==> src/rtl/uart_pkg.sv <==
`timescale 1ns/1ps
`default_nettype none
// +--------------------------------------------------------------------------+
// | Package   : uart_pkg                                                     |
// | Purpose   : Shared UART definitions: FSM state encodings and the frame   |
// |             data width. Used by both the receive and transmit paths.     |
// | Contents  : DATA_W, uart_state_t                                         |
// | Revision  : 1.0 - initial release                                        |
// +--------------------------------------------------------------------------+
package uart_pkg;

  localparam int DATA_W = 8;

  typedef enum logic [2:0] {
    IDLE   = 3'd0,
    START  = 3'd1,
    DATA   = 3'd2,
    PARITY = 3'd3,
    STOP   = 3'd4
  } uart_state_t;

endpackage
`default_nettype wire

==> src/rtl/uart_baud_tick.sv <==
`timescale 1ns/1ps
`default_nettype none
// +--------------------------------------------------------------------------+
// | Module    : uart_baud_tick                                               |
// | Purpose   : Divides the system clock down to the oversample tick. Counts |
// |             0..DIVISOR-1 and pulses tick on the wrap cycle.              |
// | Ports     : clock  - system clock                                        |
// |             reset  - asynchronous active-high reset                      |
// |             clear  - synchronous restart of the count (phase align)      |
// |             tick   - one-cycle pulse every DIVISOR clocks                |
// | Params    : DIVISOR - clocks per tick (>=1)                              |
// | Revision  : 1.0 - initial release                                        |
// +--------------------------------------------------------------------------+
module uart_baud_tick #(
  parameter int DIVISOR = 4
) (
  input  logic clock,
  input  logic reset,
  input  logic clear,
  output logic tick
);

  // At least one bit so DIVISOR=1 still yields a legal counter.
  localparam int CW = (DIVISOR > 1) ? $clog2(DIVISOR) : 1;
  localparam logic [CW-1:0] LAST = CW'(DIVISOR - 1);

  logic [CW-1:0] count;

  // A clear on the wrap cycle suppresses the pulse so the restarted phase
  // never sees a stale tick.
  assign tick = !clear && (count == LAST);

  always_ff @(posedge clock or posedge reset) begin
    if (reset) begin
      count <= '0;
    end else if (clear || count == LAST) begin
      count <= '0;
    end else begin
      count <= count + CW'(1);
    end
  end

endmodule
`default_nettype wire

==> src/rtl/uart_rx.sv <==
`timescale 1ns/1ps
`default_nettype none
// +--------------------------------------------------------------------------+
// | Module    : uart_rx                                                      |
// | Purpose   : UART receiver. Recovers start / 8 data (LSB first) /         |
// |             optional parity / 1 stop frames using an oversampled tick,   |
// |             presents the byte with a one-cycle done pulse.               |
// | Ports     : clock, reset (async, active-high)                            |
// |             rx_in      - serial line, idle high, asynchronous            |
// |             parity_odd - 1 = odd parity, 0 = even                        |
// |             rx_data    - last received byte                              |
// |             rx_done    - one-cycle frame-complete pulse                  |
// |             rx_busy    - high whenever the FSM is not idle               |
// |             parity_err - parity mismatch of the last frame               |
// |             frame_err  - stop bit sampled low on the last frame          |
// | Config    : define UART_RX_PARITY_EN for 8E1/8O1; default build is 8N1   |
// |             with parity_err tied low.                                    |
// | Revision  : 1.0 - initial release                                        |
// +--------------------------------------------------------------------------+
module uart_rx
  import uart_pkg::*;
#(
  parameter int DIVISOR    = 4,
  parameter int OVERSAMPLE = 16
) (
  input  logic              clock,
  input  logic              reset,
  input  logic              rx_in,
  input  logic              parity_odd,
  output logic [DATA_W-1:0] rx_data,
  output logic              rx_done,
  output logic              rx_busy,
  output logic              parity_err,
  output logic              frame_err
);

  localparam int SW = $clog2(OVERSAMPLE);
  localparam logic [SW-1:0] HALF_LAST = SW'(OVERSAMPLE / 2 - 1);
  localparam logic [SW-1:0] FULL_LAST = SW'(OVERSAMPLE - 1);

  uart_state_t       state, state_n;
  logic              sync1, rx_s, rx_prev;
  logic              tick;
  logic [SW-1:0]     samp_cnt;
  logic [2:0]        bit_cnt;
  logic [DATA_W-1:0] shift_reg;

  logic start_det, sample, shift_en, par_en, finish;

  uart_baud_tick #(.DIVISOR(DIVISOR)) u_baud_tick (
    .clock (clock),
    .reset (reset),
    .clear (start_det),
    .tick  (tick)
  );

  // Two-flop synchronizer plus one delayed copy for falling-edge detection.
  always_ff @(posedge clock or posedge reset) begin
    if (reset) begin
      sync1   <= 1'b1;
      rx_s    <= 1'b1;
      rx_prev <= 1'b1;
    end else begin
      sync1   <= rx_in;
      rx_s    <= sync1;
      rx_prev <= rx_s;
    end
  end

  always_ff @(posedge clock or posedge reset) begin
    if (reset) state <= IDLE;
    else       state <= state_n;
  end

  always_comb begin
    state_n   = state;
    start_det = 1'b0;
    sample    = 1'b0;
    shift_en  = 1'b0;
    par_en    = 1'b0;
    finish    = 1'b0;
    case (state)
      IDLE: begin
        // Edge (not level) detection: a line stuck low after a bad stop
        // bit must go high again before a new frame is accepted.
        if (rx_prev && !rx_s) begin
          start_det = 1'b1;
          state_n   = START;
        end
      end
      START: begin
        if (tick && samp_cnt == HALF_LAST) begin
          sample  = 1'b1;
          state_n = rx_s ? IDLE : DATA;
        end
      end
      DATA: begin
        if (tick && samp_cnt == FULL_LAST) begin
          sample   = 1'b1;
          shift_en = 1'b1;
          if (bit_cnt == 3'd7) begin
`ifdef UART_RX_PARITY_EN
            state_n = PARITY;
`else
            state_n = STOP;
`endif
          end
        end
      end
`ifdef UART_RX_PARITY_EN
      PARITY: begin
        if (tick && samp_cnt == FULL_LAST) begin
          sample  = 1'b1;
          par_en  = 1'b1;
          state_n = STOP;
        end
      end
`endif
      STOP: begin
        if (tick && samp_cnt == FULL_LAST) begin
          sample  = 1'b1;
          finish  = 1'b1;
          state_n = IDLE;
        end
      end
      default: state_n = IDLE;
    endcase
  end

  assign rx_busy = (state != IDLE);

  // Sample counter restarts at each sample point, so OVERSAMPLE need not be
  // a power of two.
  always_ff @(posedge clock or posedge reset) begin
    if (reset) begin
      samp_cnt  <= '0;
      bit_cnt   <= 3'd0;
      shift_reg <= '0;
    end else begin
      if (start_det || sample) samp_cnt <= '0;
      else if (tick)           samp_cnt <= samp_cnt + SW'(1);

      if (start_det)     bit_cnt <= 3'd0;
      else if (shift_en) bit_cnt <= bit_cnt + 3'd1;

      if (shift_en) shift_reg <= {rx_s, shift_reg[DATA_W-1:1]};
    end
  end

  // Outputs are registered on the stop-sample edge, so rx_done is high in
  // the cycle right after the mid-stop sample tick.
  always_ff @(posedge clock or posedge reset) begin
    if (reset) begin
      rx_data   <= '0;
      rx_done   <= 1'b0;
      frame_err <= 1'b0;
    end else begin
      rx_done <= finish;
      if (finish) begin
        rx_data   <= shift_reg;
        frame_err <= ~rx_s;
      end
    end
  end

`ifdef UART_RX_PARITY_EN
  logic parity_bad;

  // parity_odd is taken at the parity sample tick.
  always_ff @(posedge clock or posedge reset) begin
    if (reset) begin
      parity_bad <= 1'b0;
      parity_err <= 1'b0;
    end else begin
      if (start_det)   parity_bad <= 1'b0;
      else if (par_en) parity_bad <= rx_s ^ (^shift_reg) ^ parity_odd;
      if (finish) parity_err <= parity_bad;
    end
  end
`else
  logic unused_parity_odd;
  assign unused_parity_odd = parity_odd ^ par_en;
  assign parity_err        = 1'b0;
`endif

endmodule
`default_nettype wire

==> config.mk <==
export PLATFORM = sky130hd
export DESIGN_NAME = uart_rx
export DESIGN_NICKNAME = d
export VERILOG_FILES = /design/src/rtl/uart_pkg.sv /design/src/rtl/uart_baud_tick.sv /design/src/rtl/uart_rx.sv
export SDC_FILE = /design/constraint.sdc
export NUM_CORES = 1
export LEC_CHECK = 0
export ABC_AREA = 0
export BUFFER_PORTS_ARGS = -buffer_cell sky130_fd_sc_hd__buf_4
export CORE_UTILIZATION = 30
export DETAILED_ROUTE_END_ITERATION = 12
export GPL_TIMING_DRIVEN = 0
export MAX_ROUTING_LAYER = met4
export PLACE_DENSITY_LB_ADDON = 0.15
export SYNTH_ARGS = -nofsm -noshare
export SYNTH_HDL_FRONTEND = slang
export SYNTH_SLANG_ARGS = --single-unit
export TNS_END_PERCENT = 20
==> constraint.sdc <==
create_clock -name clock -period 3.5 [get_ports clock]
set_clock_uncertainty 0.05 [all_clocks]
set_input_delay 0.35 -clock clock [delete_from_list [all_inputs] [get_ports clock]]
set_output_delay 0.35 -clock clock [all_outputs]
set_load 0.03 [all_outputs]
# Word level (Yosys, flattened, before mapping)
# Cells that the tools add are included.
# word_totals
reg_bits	33
in_bits	4
output_inout_bits	12
elab_cells	60
# op_classes
addsub	3
n_eq_ne	12
muxes	19
bitwise_logic	1
n_reduce_logical	14
# ops
operator	count
2-to-1 mux 3 bit	7
one-hot mux 3 bit (4 select lines)	1
!= test 2 bit (second input constant)	5
2-to-1 mux 4 bit	2
equality test 3 bit (second input constant)	2
2-to-1 mux 1 bit	6
AND reduction 5 bit	1
adder 4 x 1 -> 4 bit (second input constant)	1
equality test 4 x 3 -> 1 bit (second input constant)	1
equality test 4 bit (second input constant)	1
logical AND 1 bit	4
2-to-1 mux 2 bit	2
nonzero test 2 bit	2
adder 3 x 1 -> 3 bit (second input constant)	1
equality test 3 x 1 -> 1 bit (second input constant)	1
equality test 3 x 2 -> 1 bit (second input constant)	1
zero test 3 bit	1
nonzero test 3 bit	1
adder 2 x 1 -> 2 bit (second input constant)	1
equality test 2 bit (second input constant)	1
zero test 1 bit	2
logical OR 1 bit	2
one-hot mux 1 bit (2 select lines)	1
OR reduction 2 bit	1
inverter 1 bit	1

# Longest topological paths before layout
# Gate-level depths: netlist of run 1.
# depth
ltp_word	11
depth_mapped	5
mapped_depth_nobuf	4

# By module
# A second synthesis of run 1 with hierarchy kept.
# unflattened
hier_cells	106
area_unflattened_um2	1438.9
# by_module_without_submodules
mod	n_inst	cells_per_inst	area_per_inst_um2
uart_rx	1	99	1348.8
uart_baud_tick	1	7	90.1

# Worst setup path after synthesis of run 1
# OpenSTA, ideal clock, no wires.
# synth_path
kind	register -> register
startpoint	register u_baud_tick.count[0]
endpoint	register rx_data[0]
setup_ps	125
arrival_ps	1558
slack_ps	1767
stages_incl_launch_ff	6
synth_period_minus_slack_ps	1733
cell_sequence	dfrtp_1 ha_1 buf_2 nand3_2 nor3_4 mux2_2
# synth_via
elab_chain_len	5
# synth_lines
element	line_no	source
start, declared	uart_baud_tick.sv:27	logic [CW-1:0] count;
start signal, assigned	uart_baud_tick.sv:39	count <= count + CW'(1);
equality test 2 bit	uart_baud_tick.sv:31	assign tick = !clear && (count == LAST);
logical AND 1 bit	uart_baud_tick.sv:31	
logical AND 1 bit	uart_rx.sv:120	if (tick && samp_cnt == FULL_LAST) begin
2-to-1 mux 1 bit	uart_rx.sv:120	
2-to-1 mux 1 bit	uart_rx.sv:82	case (state)
net finish	uart_rx.sv:48	logic start_det, sample, shift_en, par_en, finish;
end signal, assigned	uart_rx.sv:160	rx_data <= shift_reg;
end, declared	uart_rx.sv:30	output logic [DATA_W-1:0] rx_data,
# The timed path passes the listed nets, and every way through them passes these cells.
# A chain may end at the register's enable or synchronous reset.

# Worst setup path after layout of run 1
# layout_path
startpoint	register state[0]
endpoint	output rx_busy
# layout_via
elab_chain_len	1
# layout_lines
element	line_no	source
start, declared	uart_rx.sv:41	uart_state_t state, state_n;
start signal, assigned	uart_rx.sv:72	else state <= state_n;
nonzero test 3 bit	uart_rx.sv:130	assign rx_busy = (state != IDLE);
end, declared	uart_rx.sv:32	output logic rx_busy,
# Every way passes these cells.

==> reports/qor.yml, run 1 <==
power_and_ir_drop:
  p_sw_mw: 0.295
  p_seq_share_pct: 43.6
  p_int_mw: 0.749
  clkPwrFrac_pct: 35.5
  netSwitchingFraction_pct: 28.2
  vdd.ir_drop.worst_uv: 209
  powerDensity_mw_per_mm2: 601
  p_leak_nw: 0.815
  p_comb_share_pct: 20.9
  totalPowerFinal_mw: 1.04
drt:
  routed_wirelength_um: 2450
  drt_iter0_drc: 81
  post_drt_wl_per_cell_um: 13.3
  num_vias: 903
  drc: 0
  dr.pass1.iters: 4
  viasPerCell: 4.91
  drtAntennaViolNets: 0
logic_synthesis:
  synthesis.nets: 118
  yosys_warnings: 0
  post_synth.cell_area_avg_um2: 13.0
  synth_top_area_share_pct: 52.6
  postSynthCellCount: 110
  ys_seq_area_share_pct: 58.2
  synth.distinct_cells: 36
  synth_area_leaders: "dfrtp_1 (53%), mux2_2 (13%), dfstp_2 (5.5%), ha_1 (3.5%), nand2b_1 (2.2%)"
  yosys.area.top_type: "dfrtp_1"
  ys_ff_latch: 33
  netlist_area_mm2: 0.00143
outcome:
  outcome: "finished with violations"
  violations: "negative hold slack"
die:
  ios: 16
  fp-row-count: 24
  die_h_um: 71.0
  die-area_mm2: 0.00503
  initial_utilization_pct: 31.9
  core_area_mm2: 0.00447
  die-width_um: 71.0
cts:
  insertion_delay_ns: 0.28
  post_cts_resized: 0
  cts_hold_buf: 0
  clock-sinks: 33
  ctsRootBufferMaster: "clkbuf_8"
  postCtsSetupBuffers: 0
  numCtsBuffers: 5
  clockBufferDepth: 2
  cts_tree: "built"
  clkTransAtPathRegs_ns: 0.07
  h-tree-depth: 2
place:
  place_hpwl_um: 1670
  gp_congestion: 0.775
  port-buffer-count: 13
  dp_slack_ns: 1.49
cells_and_area:
  layout.nets: 139
  areaGrowthSynthToFinish_pct: 21.8
  multi_input_area_um2: 564
  fin_util_pct: 38.8
  fillerInstances: 439
  drive_above_1_share_pct: 35.6
  diodes: 0
  seqCellArea_um2: 830
flow_run:
  maxCapViolCount: 0
setup_path:
  cp-start-kind: "register"
  critical-path-max-stage-delay_ns: 0.40
  path_cells: "clkbuf_1, or3_1, clkbuf_1, buf_4"
  critPathArrivalTime_ns: 1.58
  ff2ff_path_depth: 5
  slowest_stage: "or3_1"
  cp-end-kind: "output port"
  path_class: "register to output port"
  cpLargestDelayFamily: "buffers and inverters"
  crit_buf_inv: 3
  cp.depth: 4
  rrSetupSlack_ns: 1.52
  critPathMaxFanout: 10
  critPathRequiredTime_ns: 3.10
  path_common_cell: "clkbuf_1"
global_route:
  antenna_found_initial: 0
  track_usage_pct: 11.8
  grt_pass1_wl_um: 4310
  grt_start_max_net_pins: 34
  grt_pass1_vias: 888
  overflow: 0
timing:
  finalSetupViolations: 0
  final-max-slew-violation-count: 0
  tns_ns: 0
  rsz0062_at_grt: "no"
  period_share_pct: 56.6
  fin_crit_ns: 1.98
  timing.fmax_ghz: 0.505
  slew_headroom_pct: 63.3
  worst_pin_slew_ns: 0.548
  hold_viol_final: 11
  fin_worst_hold_slack_ns: -0.0111
  fin_ws_ns: 1.52
hold_path:
  hold_path_class: "input port to asynchronous set/reset pin"
[through the flow]
stage / instances / area, µm²
6_report: 184 / 1740
5_1_grt: 184 / 1740
4_1_cts: 183 / 1710
3_5_place_dp: 175 / 1590
3_3_place_gp: 175 / 1590
2_1_floorplan: 110 / 1430
[layout by cell type (no fill, tap or decap), types with 2 or more instances in the layout]
master	Yosys	layout
nor2_1	3	3
nor2b_1	2	2
ha_1	4	4
o21ai_0	5	5
or3_1	3	3
nor3_1	4	4
buf_4	1	14
a21oi_1	2	2
clkbuf_1	2	2
dfrtp_1	30	30
dfstp_2	3	3
buf_2	2	2
nand2b_1	5	5
nand3_1	2	2
xor2_1	2	2
nand4_1	3	3
mux2i_1	2	2
mux2_2	16	16
clkbuf_8	0	6
[cells in the mapped netlist, drive strengths merged]
cell	instances
o21ai	5
xnor2	1
mux2i	2
inv	2
nand4	3
o31ai	1
dfrtp	30
ha	4
nand2	1
xor2	2
a211oi	1
a21o	1
o31a	1
mux2	16
dfstp	3
nor3	5
clkbuf	2
a211o	1
a21oi	2
or3	3
conb	1
a2111oi	1
nand3	3
buf	3
nand2b	5
nor2	4
nor2b	2
nand4bb	1
o22ai	1
nor4bb	1
and3	1
nor3b	1
[power groups by stage]
| stage | clock network, mW | registers, mW | logic [mW] |
|---|---|---|---|
| final | 0.371 | 0.455 | 0.218 |
| after global routing | 0.394 | 0.462 | 0.250 |
| after CTS | 0.380 | 0.455 | 0.215 |
| after floorplan | 0 | 0.454 | 0.173 |
| after detailed placement | 0 | 0.462 | 0.213 |
| after global placement | 0 | 0.460 | 0.208 |
[layer usage]
| layer | wire length [µm] | global-route usage [%] | vias to the layer above | share of wire, % |
|---|---|---|---|---|
| met5 | 0 | - | - | 0 |
| li1 | - | - | 434 | - |
| met2 | 1100 | 16.2 | 27 | 45 |
| met3 | 136 | 3.85 | 2 | 5.6 |
| met1 | 1200 | 15.7 | 440 | 49 |
| met4 | 18 | 5.33 | 0 | 0.73 |
[path summary, 6_finish.rpt]
kind	startpoint	end
setup / recovery	state[0]	rx_busy
hold / removal	reset	state[1]
setup reg to reg	u_baud_tick.count[0]	rx_data[1]
hold reg to reg	sync1	rx_s
max in group asynchronous	reset	rx_s
min in group clock	rx_in	sync1
[cells by family after synthesis]
group                    share of synthesized area, %
other                                           0.263
AND/OR/NAND/NOR                                  13.6
XOR/XNOR                                         1.84
multiplexers                                     14.0
AO/OA/AOI/OAI                                    6.32
buffers and inverters                            2.28
adder cells (fa/ha/maj)                          3.51
flip-flops                                       58.2
[cell type report]
cell class              instances  area share (%)
repair buffers                 14            7.20
inverters                       2           0.432
clock buffers                   6            4.76
well taps                      52            3.75
plain buffers                   5            1.44
multi-input cells              70            32.5
clock inverters                 2            2.16
flip-flops and latches         33            47.8
No activity file was read; power rests on OpenSTA's default activity.
==> inputs of run 2 (changes only) <==
clock period = 1.7 ns   (was 3.5 ns; I/O delays follow)
==> run 2 against run 1 <==
The flow now finishes without violations. Combinational power up 120%. Utilization up 1.5 points. Via count up 1.7%. Critical path type is now register to register.
==> reports/qor.yml, run 2 (synthesis gave the netlist of run 1 again) <==
drt:
  routed_wirelength_um: 2560
  num_vias: 918
  post_drt_wl_per_cell_um: 13.8
  viasPerCell: 4.94
  drtAntennaViolNets: 0
  drc: 0
  drt_iter0_drc: 94
  dr.pass1.iters: 4
power_and_ir_drop:
  p_leak_nw: 0.832
  powerDensity_mw_per_mm2: 1110
  vdd.ir_drop.worst_uv: 543
cts:
  h-tree-depth: 2
  ctsRootBufferMaster: "clkbuf_8"
  clkTransAtPathRegs_ns: 0.06
  clockBufferDepth: 2
  numCtsBuffers: 5
  insertion_delay_ns: 0.28
  cts_tree: "built"
  clock-sinks: 33
global_route:
  grt_pass1_vias: 961
  grt_pass1_wl_um: 4570
  overflow: 0
  grt_start_max_net_pins: 34
  antenna_found_initial: 0
  track_usage_pct: 12.3
timing:
  finalSetupViolations: 0
  hold_viol_final: 0
  final-max-slew-violation-count: 0
  period_share_pct: 97.5
  timing.fmax_ghz: 0.603
  tns_ns: 0
  fin_crit_ns: 1.66
  fin_worst_hold_slack_ns: 0.307
  rsz0062_at_grt: "yes"
cells_and_area:
  seqCellArea_um2: 831
  layout_common_cells: "dfrtp_1 (29), buf_4 (15), mux2_4 (8), mux2_2 (8)"
  drive_above_1_share_pct: 39.6
  layout.nets: 141
  fillerInstances: 433
  finalNonFillerCells: 186
  layout_commonest_cell: "dfrtp_1"
  multi_input_area_um2: 617
  fin_util_pct: 40.3
  areaGrowthSynthToFinish_pct: 26.4
  diodes: 0
hold_path:
  hold_path_class: "register to register"
place:
  gp_congestion: 0.823
  place_hpwl_um: 1650
  placed_cells: 175
  port-buffer-count: 13
die:
  core_area_mm2: 0.00447
  die-width_um: 71.0
  die_h_um: 71.0
  initial_utilization_pct: 31.9
  ios: 16
  fp-row-count: 24
  die-area_mm2: 0.00503
outcome:
  outcome: "completed"
flow_run:
  maxCapViolCount: 0
setup_path:
  critPathRequiredTime_ns: 1.81
  cp-start-kind: "register"
  critPathArrivalTime_ns: 1.77
  cp-end-kind: "register"
  critPathMaxFanout: 10
  path_class: "register to register"
[run 2: what timing repair did]
item / 4_1_cts / 5_1_grt
endpoints found under the hold margin: 1 / 9
pin swaps: 1 / 2
buffers inserted: 1 / 1
setup endpoints to repair: 22 / 17
hold buffers: 1 / 1
resized for setup: 5 / 11
[run 2: worst max-delay path, cell delays in order, from the launching register on]
cell and delay, ns:
dfrtp_1 0.46, nand4bb_1 0.32, nor2_4 0.33, mux2_2 0.38
[run 2: stage by stage]
stage / power, mW / setup slack, ns / area [µm²]
floorplan: 1.29 / 0.0357 / 1430
global placement: 1.38 / -0.238 / 1590
detailed placement: 1.40 / -0.257 / 1590
CTS: 2.01 / 0.0132 / 1720
global route: 2.15 / -0.0585 / 1800
finish: 2.00 / 0.0419 / 1800
[run 2: cell type report]
cell class	count	area share, %
inverter	2	0.416
buffer	3	1.32
tap	52	3.61
clock inverter	3	0.972
sequential	33	46.1
clock buffer	5	3.82
timing repair buffer	18	9.58
multi-input combinational	70	34.2
[run 2: layer usage]
layer	wire length, µm	track usage, %	vias up	part of all wire (%)
li1	-	-	442	-
met1	1250	15.5	459	49
met2	1190	18.1	13	46
met3	80	4.27	4	3.1
met4	38	5.33	0	1.5
met5	0	-	-	0
[run 2: report_power, final]
part	internal [mW]	total (mW)	switching [mW]
combinational	0.224	0.476	0.253
sequential	0.879	0.965	0.0858
clock	0.282	0.560	0.278
[run 2: final timing paths]
| path | slack (ns) | cells after the start | endpoint | start |
|---|---|---|---|---|
| worst min-delay path | 0.31 | 0 | rx_s | sync1 |
| worst max-delay path | 0.04 | 3 | shift_reg[1] | state[2] |
| min in group asynchronous | 0.40 | 3 | rx_data[5] | reset |
| worst max register to register | 0.04 | 3 | shift_reg[1] | state[2] |
| max in group asynchronous | 0.65 | 4 | sync1 | reset |
| worst min register to register | 0.31 | 0 | rx_s | sync1 |
==> inputs of run 3 (changes only) <==
clock period = 1.72 ns   (was 1.7 ns; I/O delays follow)
==> run 3 against run 2 <==
Die area is the same. Final cell count rose by 2.7%. Sequential share of layout area fell by 0.56 points. Global-route usage up 0.094 points. Wire length decreased by 0.62%. Combinational power grew 9.2%. Clock power decreased by 1%. Sequential power shrank 1%. Non-clock buffer count rose by 5.
==> reports/qor.yml, run 3 (synthesis gave the netlist of run 1 again) <==
drt:
  viasPerCell: 4.94
  drt_iter0_drc: 35
  post_drt_wl_per_cell_um: 13.3
  drc: 0
  routed_wirelength_um: 2550
  drtAntennaViolNets: 0
  dr.pass1.iters: 2
  num_vias: 943
cells_and_area:
  layout.nets: 146
  multi_input_area_um2: 603
  drive_above_1_share_pct: 43.2
  diodes: 0
  layout_commonest_cell: "dfrtp_1"
  final_area_mm2: 0.00183
  fillerInstances: 429
  seqCellArea_um2: 832
  areaGrowthSynthToFinish_pct: 28.2
  finalNonFillerCells: 191
  layout_common_cells: "dfrtp_1 (28), buf_4 (20), mux2_2 (16)"
flow_run:
  maxCapViolCount: 0
place:
  postPlaceCellArea_mm2: 0.00159
  place_hpwl_um: 1650
  placed_cells: 175
  gp_congestion: 0.823
  port-buffer-count: 13
timing:
  fin_crit_ns: 1.62
  hold_viol_final: 0
  finalSetupViolations: 0
  tns_ns: 0
  rsz0062_at_grt: "yes"
  final-max-slew-violation-count: 0
  timing.fmax_ghz: 0.617
  period_share_pct: 94.2
power_and_ir_drop:
  p_comb_share_pct: 25.7
  totalPowerFinal_mw: 2.03
  netSwitchingFraction_pct: 30.8
  p_leak_nw: 0.850
  powerDensity_mw_per_mm2: 1110
  p_seq_share_pct: 47.0
  clkPwrFrac_pct: 27.3
  p_int_mw: 1.40
  vdd.ir_drop.worst_uv: 548
  p_sw_mw: 0.624
global_route:
  grt_pass1_vias: 966
  grt_pass1_wl_um: 4620
  antenna_found_initial: 0
  overflow: 0
  grt_start_max_net_pins: 34
  track_usage_pct: 12.4
setup_path:
  cp-start-kind: "register"
  cp-end-kind: "register"
  path_class: "register to register"
  critPathMaxFanout: 10
  critPathRequiredTime_ns: 1.83
  critPathArrivalTime_ns: 1.73
cts:
  insertion_delay_ns: 0.28
  clockBufferDepth: 2
  numCtsBuffers: 5
  clock-sinks: 33
  cts_tree: "built"
  h-tree-depth: 2
  clkTransAtPathRegs_ns: 0.06
  ctsRootBufferMaster: "clkbuf_8"
outcome:
  outcome: "completed"
die:
  ios: 16
  die_h_um: 71.0
  die-area_mm2: 0.00503
  core_area_mm2: 0.00447
  die-width_um: 71.0
  fp-row-count: 24
  initial_utilization_pct: 31.9
hold_path:
  hold_path_class: "register to register"
## run 3: layout make-up
type                            count  area share, %
Buffer                              3           1.30
Clock buffer                        5           3.76
Clock inverter                      3          0.958
Inverter                            2          0.411
Multi-Input combinational cell     70           33.0
Sequential cell                    33           45.5
Tap cell                           52           3.56
Timing Repair Buffer               23           11.5
## run 3: worst max-delay path, stage by stage, from the launching register on
cell and delay, ns:
dfrtp_1 0.36, ha_2 0.18, buf_6 0.14, nand3_4 0.13
nor3_4 0.17, buf_12 0.15, mux2_2 0.33
## run 3: power by group through the flow
stage	logic (mW)	clock network [mW]	registers, mW
2_1_floorplan	0.352	0	0.925
3_3_place_gp	0.429	0	0.936
3_5_place_dp	0.448	0	0.938
4_1_cts	0.452	0.582	0.952
5_1_grt	0.585	0.621	0.967
6_report	0.520	0.554	0.951
## run 3: per-stage QoR
step	utilization, %	hold slack [ns]	setup slack, ns
3_5_place_dp	35.5	0.231	-0.237
5_1_grt	40.9	0.319	-0.00756
2_1_floorplan	-	0.126	0.0557
4_1_cts	38.4	0.225	0.0160
6_report	40.9	0.306	0.100
3_3_place_gp	35.5	0.232	-0.218
## run 3: repair_timing
action,in CTS,in global routing
buffers inserted,1,6
gates resized for setup,5,6
pin swaps,1,2
hold buffers,1,1
setup endpoints to repair,20,17
endpoints found under the hold margin,1,9
## run 3: path summary, 6_finish.rpt
path / startpoint / to / slack, ns / depth (start not counted)
setup / recovery: u_baud_tick.count[0] / rx_data[7] / 0.10 / 6
hold / removal: sync1 / rx_s / 0.31 / 0
setup reg to reg: u_baud_tick.count[0] / rx_data[7] / 0.10 / 6
hold reg to reg: sync1 / rx_s / 0.31 / 0
max in group asynchronous: reset / sync1 / 0.67 / 4
min in group asynchronous: reset / rx_data[5] / 0.40 / 3
## run 3: metal layers
layer	track usage, %	vias up	routed length, µm
li1	-	452	-
met1	15.7	471	1220
met2	18.2	15	1200
met3	4.27	5	78
met4	5.33	0	51
met5	-	-	0
